`src/rtl/clk_divider_multi_if.sv`:
```
// Control/status bundle for the multi-channel clock divider.
// CLKDIV_SYNC_EN adds the sync_i phase-align input.
interface clk_divider_multi_if #(
    parameter int unsigned NUM_CH = 2,
    parameter int unsigned CNT_W  = 17
);
    localparam int unsigned CH_W = (NUM_CH > 1) ? $clog2(NUM_CH) : 1;

    logic [NUM_CH-1:0] en_i;
    logic              wr_i;
    logic [CH_W-1:0]   wr_ch_i;
    logic [CNT_W-1:0]  wr_half_i;
`ifdef CLKDIV_SYNC_EN
    logic              sync_i;
`endif
    logic [NUM_CH-1:0] clk_o;
    logic [NUM_CH-1:0] tick_o;
    logic [NUM_CH-1:0] pend_o;

`ifdef CLKDIV_SYNC_EN
    modport master (output en_i, wr_i, wr_ch_i, wr_half_i, sync_i,
                    input  clk_o, tick_o, pend_o);
    modport slave  (input  en_i, wr_i, wr_ch_i, wr_half_i, sync_i,
                    output clk_o, tick_o, pend_o);
`else
    modport master (output en_i, wr_i, wr_ch_i, wr_half_i,
                    input  clk_o, tick_o, pend_o);
    modport slave  (input  en_i, wr_i, wr_ch_i, wr_half_i,
                    output clk_o, tick_o, pend_o);
`endif
endinterface

```
`src/rtl/clk_divider_multi.sv`:
```
// Multi-channel programmable clock divider with shadowed, glitch-free ratio updates.
// Optional feature macro CLKDIV_SYNC_EN: sync_i phase-aligns all enabled channels.
module clk_divider_multi #(
    parameter int unsigned NUM_CH       = 2,
    parameter int unsigned CNT_W        = 17,
    parameter int unsigned DEFAULT_HALF = 9999
) (
    input  logic                clk_i,
    input  logic                rst,
    clk_divider_multi_if.slave  bus
);
    localparam int unsigned      CH_W     = (NUM_CH > 1) ? $clog2(NUM_CH) : 1;
    localparam logic [CNT_W-1:0] HALF_RST = CNT_W'(DEFAULT_HALF);

    logic [CNT_W-1:0]  cnt_q    [NUM_CH];
    logic [CNT_W-1:0]  half_q   [NUM_CH];
    logic [CNT_W-1:0]  shadow_q [NUM_CH];
    logic [NUM_CH-1:0] pend_q;
    logic [NUM_CH-1:0] clk_q;
    logic [NUM_CH-1:0] tick_q;
    logic              sync_c;
    logic              wr_ok_c;

`ifdef CLKDIV_SYNC_EN
    assign sync_c = bus.sync_i;
`else
    assign sync_c = 1'b0;
`endif

    // Out-of-range channel numbers are dropped silently.
    assign wr_ok_c = bus.wr_i && (32'(bus.wr_ch_i) < NUM_CH);

    always_ff @(posedge clk_i or posedge rst) begin
        if (rst) begin
            for (int unsigned c = 0; c < NUM_CH; c++) begin
                cnt_q[c]    <= '0;
                half_q[c]   <= HALF_RST;
                shadow_q[c] <= HALF_RST;
            end
            pend_q <= '0;
            clk_q  <= '0;
            tick_q <= '0;
        end else begin
            for (int unsigned c = 0; c < NUM_CH; c++) begin
                if (!bus.en_i[c] || sync_c) begin
                    // Idle/realign: park low and take any pending ratio right away.
                    cnt_q[c]  <= '0;
                    clk_q[c]  <= 1'b0;
                    tick_q[c] <= 1'b0;
                    if (pend_q[c]) begin
                        half_q[c] <= shadow_q[c];
                        pend_q[c] <= 1'b0;
                    end
                end else if (cnt_q[c] >= half_q[c]) begin
                    cnt_q[c]  <= '0;
                    clk_q[c]  <= ~clk_q[c];
                    tick_q[c] <= 1'b1;
                    // New ratio only at the falling edge that closes a full period.
                    if (clk_q[c] && pend_q[c]) begin
                        half_q[c] <= shadow_q[c];
                        pend_q[c] <= 1'b0;
                    end
                end else begin
                    cnt_q[c]  <= cnt_q[c] + CNT_W'(1);
                    tick_q[c] <= 1'b0;
                end

                // Later assignment wins: a write beside an apply leaves pend set.
                if (wr_ok_c && (bus.wr_ch_i == CH_W'(c))) begin
                    shadow_q[c] <= bus.wr_half_i;
                    pend_q[c]   <= 1'b1;
                end
            end
        end
    end

    assign bus.clk_o  = clk_q;
    assign bus.tick_o = tick_q;
    assign bus.pend_o = pend_q;

endmodule
```
`src/flat_wrapper.sv`:
```
// flat-port wrapper written by rule: the top's interface ports become plain ports
module clk_divider_multi_flat 
#(
    parameter int unsigned NUM_CH       = 2,
    parameter int unsigned CNT_W        = 17,
    parameter int unsigned DEFAULT_HALF = 9999
)
  (clk_i, rst, bus_en_i, bus_wr_i, bus_wr_ch_i, bus_wr_half_i, bus_clk_o, bus_tick_o, bus_pend_o);
  clk_divider_multi_if #(.NUM_CH(NUM_CH), .CNT_W(CNT_W)) bus_i ();
  input  logic clk_i;
  input  logic rst;
  input wire logic [$bits(bus_i.en_i)-1:0] bus_en_i;
  input wire logic [$bits(bus_i.wr_i)-1:0] bus_wr_i;
  input wire logic [$bits(bus_i.wr_ch_i)-1:0] bus_wr_ch_i;
  input wire logic [$bits(bus_i.wr_half_i)-1:0] bus_wr_half_i;
  output wire logic [$bits(bus_i.clk_o)-1:0] bus_clk_o;
  output wire logic [$bits(bus_i.tick_o)-1:0] bus_tick_o;
  output wire logic [$bits(bus_i.pend_o)-1:0] bus_pend_o;
  assign bus_i.en_i = bus_en_i;
  assign bus_i.wr_i = bus_wr_i;
  assign bus_i.wr_ch_i = bus_wr_ch_i;
  assign bus_i.wr_half_i = bus_wr_half_i;
  assign bus_clk_o = bus_i.clk_o;
  assign bus_tick_o = bus_i.tick_o;
  assign bus_pend_o = bus_i.pend_o;
  clk_divider_multi #(.NUM_CH(NUM_CH), .CNT_W(CNT_W), .DEFAULT_HALF(DEFAULT_HALF)) u_core (.clk_i(clk_i), .rst(rst), .bus(bus_i));
endmodule
```
`config.mk`:
```
export PLATFORM = sky130hd
export DESIGN_NAME = clk_divider_multi_flat
export DESIGN_NICKNAME = d
export VERILOG_FILES = /design/src/rtl/clk_divider_multi_if.sv /design/src/rtl/clk_divider_multi.sv /design/src/flat_wrapper.sv
export SDC_FILE = /design/constraint.sdc
export NUM_CORES = 1
export LEC_CHECK = 0
export CORE_UTILIZATION = 65
export CTS_CLUSTER_DIAMETER = 80
export DETAILED_ROUTE_END_ITERATION = 16
export HOLD_SLACK_MARGIN = 0.06
export PLACE_DENSITY = 0.87
export SYNTH_ARGS = -nofsm -noshare
export SYNTH_HDL_FRONTEND = slang
export SYNTH_SLANG_ARGS = --single-unit
```
`constraint.sdc`:
```
create_clock -name clk_i -period 9.48 [get_ports clk_i]
set_input_delay 1.422 -clock clk_i [delete_from_list [all_inputs] [get_ports clk_i]]
set_output_delay 1.422 -clock clk_i [all_outputs]
set_load 0.05 [all_outputs]
```
# After elaboration in Yosys (flattened, before gate mapping)
# Index checks and enable logic that the tools add are counted.
# word_totals
ff_bits	108
in_bits	23
out_inout_bits	6
elab_cells	64
# classes
add_sub_neg	2
magnitude_cmp	2
eq_ne	8
n_mux	28
n_bitwise	3
reduce_logical	10
# ops
op	count
17-bit 2-to-1 mux	12
17-bit by 1-bit adder with 17-bit output (second input constant)	2
17-bit >= comparator	2
1-bit 2-to-1 mux	16
3-bit by 1-bit inequality test with 1-bit output (second input constant)	4
2-bit by 1-bit inequality test with 1-bit output (second input constant)	4
3-bit AND reduction	2
1-bit logical AND	4
2-bit AND reduction	2
2-bit nonzero test	2
1-bit NOT	3

# Longest topological paths before layout
# Gate-level depths: netlist of the first run.
# logic_depth
depth_word	5
ltp_mapped	10
ltp_nobuf	8

# Worst setup path after synthesis of the first run
# Ideal clock, no wire load.
# synth_path
path_type	in2reg
start	in bus_wr_i
end	reg u_core.shadow_q[21] (netlist bit)
setup_time_ns	0.125
t_arrival_ns	2.553
required_ns	9.355
setup_slack_ns	6.802
stages	4
path_buffers	2
path_cell_list	nor2b_1 -> clkbuf_1 -> clkbuf_1 -> mux2_2
# synth_via
elab_chain_len	1
# synth_rtl
item	line	text
start, declared	flat_wrapper.sv:13	input wire logic [$bits(bus_i.wr_i)-1:0] bus_wr_i;
1-bit logical AND	clk_divider_multi.sv:69	if (wr_ok_c && (bus.wr_ch_i == CH_W'(c))) begin
end signal, assigned by index	clk_divider_multi.sv:70	shadow_q[c] <= bus.wr_half_i;
end, declared	clk_divider_multi.sv:17	logic [CNT_W-1:0] shadow_q [NUM_CH];
# No other way between the ends.
# A chain may end at the register's enable or synchronous reset.

# Final worst setup path of the first run
# layout_path
start	in bus_en_i[1]
end	reg u_core.half_q[11] (netlist bit)
# layout_via
elab_chain_len	2
word_cells_on_any_way	5
cone_classes	eq/ne: 2; mux: 1; reduce/logical: 2
# layout_rtl
item	line	text
start, declared	flat_wrapper.sv:12	input wire logic [$bits(bus_i.en_i)-1:0] bus_en_i;
2-bit by 1-bit inequality test with 1-bit output (no line) / 2-bit nonzero test (equally long branches)	n/a	
3-bit AND reduction (no line)	n/a	
end signal, assigned by index	clk_divider_multi.sv:51	half_q[c] <= shadow_q[c];
end signal, assigned by index	clk_divider_multi.sv:60	half_q[c] <= shadow_q[c];
end, declared	clk_divider_multi.sv:16	logic [CNT_W-1:0] half_q [NUM_CH];
# Parallel ways exist; a longest one is shown, timed or not.

==> results of run 1 <==
-- metrics by stage --
step / util / cell area, sq um / std cells
2_1_floorplan: - / 5603 / 509
3_3_place_gp: 0.7126 / 5914 / 623
3_5_place_dp: 0.7126 / 5914 / 623
4_1_cts: 0.7371 / 6117 / 639
5_1_grt: 0.7371 / 6117 / 639
6_report: 0.7371 / 6117 / 639
-- synth_stat cells (all sizes together) --
cell type and n:
dfrtp 76, mux2 51, nor2 47, inv 44, nand2 40, ha 36, dfstp 32, nand4 28
o211ai 18, xnor2 18, a22oi 17, clkbuf 16, nand3 13, a21oi 12, xor2 12, nor3 6
o21ai 6, buf 5, and2 4, and3 4, nor2b 4, a211oi 2, nand2b 2, o21a 2
o31a 2, or3 2, a21boi 1, a21o 1, a221oi 1, a31o 1, a31oi 1, and4 1
nor3b 1, o211a 1, or2 1, or4b 1
-- final cells by class --
class,count,share of cell area
clock inverters,7,0.01289
inverters,44,0.02741
well taps,105,0.02148
multi-input cells,336,0.4214
clock buffers,9,0.02025
repair buffers,30,0.04827
flip-flops and latches,108,0.4484
-- cells by family (layout without fill, tap and decap cells) --
group                      Yosys count  count (layout)  synth area share
AOI/OAI and AO/OA                   65              65           0.08107
xor gates and xnor gates            30              30           0.04690
adders and majority gates           36              36           0.08039
DFF                                108             108            0.4895
and+or+nand+nor                    154             154            0.1425
muxes                               51              51            0.1092
buffers and inverters               65              90           0.05047
-- per-layer routing --
metal / vias to the layer above / track usage / wire (um)
met1: 1904 / 0.3383 / 4493
met4: 0 / 0.09091 / 218
met3: 26 / 0.06522 / 525
met2: 97 / 0.4706 / 5792
met5: - / 0 / 0
li1: 1811 / - / -
-- final timing paths --
check | to | slack (ns) | cells after the start
min | u_core.cnt_q[17] | 0.49 | 1
min in group asynchronous | u_core.cnt_q[20] | 1.33 | 2
max | u_core.half_q[11] | 5.83 | 4
max reg2reg | u_core.half_q[11] | 6.20 | 8
min reg2reg | u_core.cnt_q[17] | 0.49 | 1
max in group asynchronous | u_core.shadow_q[24] | 6.86 | 3
-- state kept, by name (all words and copies together), names as in the netlist --
name and count:
u_core.bus.tick_o 2, u_core.cnt_q 34, u_core.shadow_q 34, u_core.bus.pend_o 2, u_core.bus.clk_o 2, u_core.half_q 34
-- cell usage in the layout, fill, tap and decap left out, drive strengths merged, types with 2 or more instances in the layout --
master         count
and2               4
or3                2
nor2              47
nand4             28
nand2b             2
o31a               2
a211oi             2
and3               4
o211ai            18
inv               47
clkdlybuf4s50     28
o21a               2
clkbuf             9
clkinv             2
xnor2             18
a21oi             12
o21ai              6
nor3               6
nand3             13
mux2              51
nand2             40
buf                2
xor2              12
dfrtp             76
nor2b              4
clkinvlp           2
ha                36
dfstp             32
a22oi             17
-- worst reg2reg max path, cell delays in order (launching register included) --
cell,delay (ns)
dfstp_2,0.57
inv_1,0.05
ha_1,0.29
a21oi_1,0.12
o21ai_0,0.15
a221oi_1,0.34
o21a_1,0.63
and2_1,0.71
o211ai_1,0.25
-- report_power, final --
part           switching (mW)  internal (mW)
clock                   0.177          0.105
combinational          0.0837         0.0900
sequential             0.0402          0.535
==> results_dict.tcl, run 1 <==
set metrics [dict create \
    fin_tns_setup_ns 0 \
    cts_tree "done" \
    hp-start "u_core.cnt_q[17]" \
    crit_chain "clkdlybuf4s50_1 > nor2b_1 > a22oi_1 > o211ai_1" \
    layout-drive-gt1-share 0.2154 \
    track_usage 0.2738 \
    max_freq_mhz 273.7 \
    synthToLayoutAreaGrowth_pct 9.178 \
    grt_pass1_vias 4025 \
    gr-total-overflow 0 \
    regArea_sq_um 2743 \
    cts_hold_buf 0 \
    yosysSeqAreaShare 0.4895 \
    die_height_um 94.84 \
    drv_cap 0 \
    viasPerCell 6.006 \
    path_delay_family "simple AND/OR/NAND/NOR gates" \
    final-hold-violation-count 0 \
    port_buffers 28 \
    dr.pass1.iters 4 \
    synth.avg_cell_area_sq_um 11.01 \
    drt_iter0_drc 194 \
    die_x_um 94.84 \
    gp_congestion 0.8186 \
    crit_slowest_cell "nor2b_1" \
    cp.required_ns 9.76 \
    worst_pin_slew_ns 1.270 \
    dp.final_hpwl_um 7749 \
    post-route-min-period_ns 3.653 \
    insertion_delay_ns 0.39 \
    antenna_found_initial 0 \
    rsz0062_at_grt "no" \
    worst_ep_arrival_time_ns 3.94 \
    rows 33 \
    clock_skew_ns 0.01343 \
    dp_slack_ns 5.617 \
    setup_ws_ns 5.827 \
    synth.distinct_cells 42 \
    fill_cells 559 \
    cts_setup_buffers 0 \
    cp_max_fo 24 \
    reg2reg_from "u_core.half_q[8]" \
    critPathLaunch "bus_en_i[1]" \
    clock-sinks 108 \
    netlist_area_sq_um 5603 \
    ys.warnings.count 0 \
    worstHoldPathType "reg -> reg" \
    cts_max_level 3 \
    num_io_pins 29 \
    syn-num-nets 568 \
    grt_max_degree 84 \
    antenna_cells 0 \
    outcome "complete, no violations" \
    path_clk_slew_ns 0.12 \
    multi_input_area_sq_um 2577 \
    relSlewSlack 0.1519 \
    setup_viol 0 \
    ys_ff_latch 108 \
    critPathCaptureType "flip-flop" \
    yosys-top-cells-area "dfrtp_1, dfstp_2, mux2_2" \
    leakagePower_nw 2.742 \
    cts-root-buf "clkbuf_8" \
    coreArea_sq_um 8299 \
    cts_buffers 9 \
    peakVddDrop_mv 0.1382 \
    path_buf_inv 1 \
    p_per_area_nw_per_um2 168.5 \
    die-area_sq_um 8995 \
    synthCells 509 \
    grt_pass1_wl_um 18840 \
    wl_per_cell_um 17.26 \
    power_mw 1.031 \
    clock_path_buffers 2 \
    layout.nets 588 \
    period_share 0.3854 \
    finalMaxSlewViolations 0 \
    drc 0 \
    vias 3838 \
    cts-resized-gates 0 \
    critical_path.max_stage_delay_ns 1.19 \
    synth_top_area_frac 0.3394 \
    synth_top_cell_by_area "dfrtp_1" \
    critPathKind "in -> reg" \
    routed_wl_um 11030 \
    ant_nets 0 \
    start_util 0.6751 \
    whs_ns 0.4940 \
    start_kind "input port" \
]
No activity file was read; power rests on OpenSTA's default activity.
==> run 2, diff against run 1 <==
--- a/config.mk
+++ b/config.mk
@@ -5,11 +5,11 @@
 export SDC_FILE = /design/constraint.sdc
 export NUM_CORES = 1
 export LEC_CHECK = 0
-export CORE_UTILIZATION = 65
+export CORE_UTILIZATION = 60
 export CTS_CLUSTER_DIAMETER = 80
 export DETAILED_ROUTE_END_ITERATION = 16
 export HOLD_SLACK_MARGIN = 0.06
-export PLACE_DENSITY = 0.87
+export PLACE_DENSITY = 0.82
 export SYNTH_ARGS = -nofsm -noshare
 export SYNTH_HDL_FRONTEND = slang
 export SYNTH_SLANG_ARGS = --single-unit
==> constraint.sdc (replaced) <==
create_clock -name clk_i -period 3.81 [get_ports clk_i]
set_input_delay 0.5715 -clock clk_i [delete_from_list [all_inputs] [get_ports clk_i]]
set_output_delay 0.5715 -clock clk_i [all_outputs]
set_load 0.05 [all_outputs]
==> results_dict.tcl, run 2 (same netlist as run 1, synthesis figures left out) <==
set metrics [dict create \
    outcome "complete, no violations" \
    cts_tree "done" \
    synthToLayoutAreaGrowth_pct 9.803 \
    gp_congestion 0.8466 \
    leakagePower_nw 2.763 \
    peakVddDrop_mv 0.2556 \
    grt_busiest_layer "met2" \
    layout_common_cells "dfrtp_1, inv_1, mux2_2, nand2_1, nor2_1" \
    routed_wl_um 10980 \
    crit_chain "inv_1 > ha_1 > a211oi_2 > nand2_1 > o211a_1 > or4b_4 > or2_1 > nor2_1" \
    coreArea_sq_um 8891 \
    cts-root-buf "clkbuf_8" \
    cts-resized-gates 0 \
    num_io_pins 29 \
    setup_viol 0 \
    gr-total-overflow 0 \
    cp.required_ns 4.11 \
    reg_top3 "u_core.cnt_q: 34 flops, u_core.half_q: 34 flops, u_core.shadow_q: 34 flops" \
    track_usage 0.2501 \
    die_height_um 98.64 \
    finalMaxSlewViolations 0 \
    drv_cap 0 \
    critPathKind "reg -> reg" \
    viasPerCell 5.967 \
    worst_ep_arrival_time_ns 3.30 \
    whs_ns 0.5125 \
    final_cells 646 \
    cp_max_fo 17 \
    post-route-min-period_ns 3.004 \
    grt_max_degree 69 \
    place_inst 630 \
    max_freq_mhz 332.9 \
    clock_skew_ns 0.009277 \
    wl_per_cell_um 17.00 \
    grt_pass1_wl_um 19150 \
    port_buffers 28 \
    start_util 0.6302 \
    cts_buffers 9 \
    fin_area_sq_um 6152 \
    relSlewSlack 0.1320 \
    met2_usage 0.4420 \
    fin_tns_setup_ns 0 \
    start_kind "flip-flop" \
    drt_iter0_drc 142 \
    cts_setup_buffers 0 \
    worst_pin_slew_ns 1.299 \
    critical_path.max_stage_delay_ns 0.64 \
    cts_max_level 3 \
    rsz0062_at_grt "no" \
    crit_slowest_cell "or2_1" \
    global_route.usage.met1 0.3086 \
    die_x_um 98.64 \
    rrSetupSlack_ns 0.81 \
    dpl_cell_area_sq_um 5961 \
    critPathCaptureType "flip-flop" \
    path_buf_inv 1 \
    rows 34 \
    p_per_area_nw_per_um2 412.0 \
    antenna_cells 0 \
    drc 0 \
    path_delay_family "simple AND/OR/NAND/NOR gates" \
    worstHoldPathType "reg -> reg" \
    insertion_delay_ns 0.38 \
    clock_path_buffers 2 \
    grt_pass1_vias 4044 \
    layout-drive-gt1-share 0.2212 \
    dr.pass1.iters 5 \
    layout.nets 592 \
    cts_hold_buf 0 \
    die-area_sq_um 9729 \
    antenna_found_initial 0 \
    path_clk_slew_ns 0.11 \
    ant_nets 0 \
    clock-sinks 108 \
    vias 3855 \
    dp.final_hpwl_um 7734 \
    final-hold-violation-count 0 \
    mostFrequentLayoutCell "dfrtp_1" \
    gr-usage-met3 0.05674 \
    period_share 0.7883 \
]
run 2: per-layer routing:
layer,part of all wire,routed length [um]
met3,0.037,402
met5,0,0
met4,0.016,174
met2,0.52,5736
met1,0.43,4667
run 2: worst paths after layout:
check | start | end | cells past startpoint
worst max-delay path | u_core.half_q[20] | u_core.cnt_q[23] | 8
worst min-delay path | u_core.shadow_q[32] | u_core.half_q[32] | 1
worst max register to register | u_core.half_q[20] | u_core.cnt_q[23] | 8
worst min register to register | u_core.shadow_q[32] | u_core.half_q[32] | 1
max in group asynchronous | rst | u_core.half_q[1] | 3
min in group asynchronous | rst | u_core.half_q[32] | 2
run 2: worst reg2reg max path: cells and delay by family, from the launching register on:
| kind | cells | cell delay (ns) |
|---|---|---|
| simple gates | 4 | 1.52 |
| flops | 1 | 0.55 |
| compound gates | 2 | 0.47 |
| fa+ha+maj | 1 | 0.34 |
| buf+inv | 1 | 0.05 |
run 2: cell type report:
cell class | count | area, sq um
Multi-Input combinational cell | 336 | 2577
Fill cell | 666 | 2739
Sequential cell | 108 | 2743
Clock inverter | 7 | 67.56
Clock buffer | 9 | 123.9
Tap cell | 108 | 135.1
Inverter | 44 | 167.7
Timing Repair Buffer | 34 | 337.8
run 2: where the power goes:
| group | switching, mW | internal (mW) |
|---|---|---|
| Clock | 0.419 | 0.253 |
| Sequential | 0.0974 | 1.33 |
| Combinational | 0.209 | 0.226 |
run 2: stage by stage:
stage,power [mW],utilization,setup slack (ns)
floorplan,1.752,-,0.4459
global placement,1.847,0.6704,0.9947
detailed placement,1.884,0.6704,0.8442
CTS,2.556,0.6920,0.8178
global route,2.665,0.6920,0.5534
finish,2.535,0.6920,0.8064
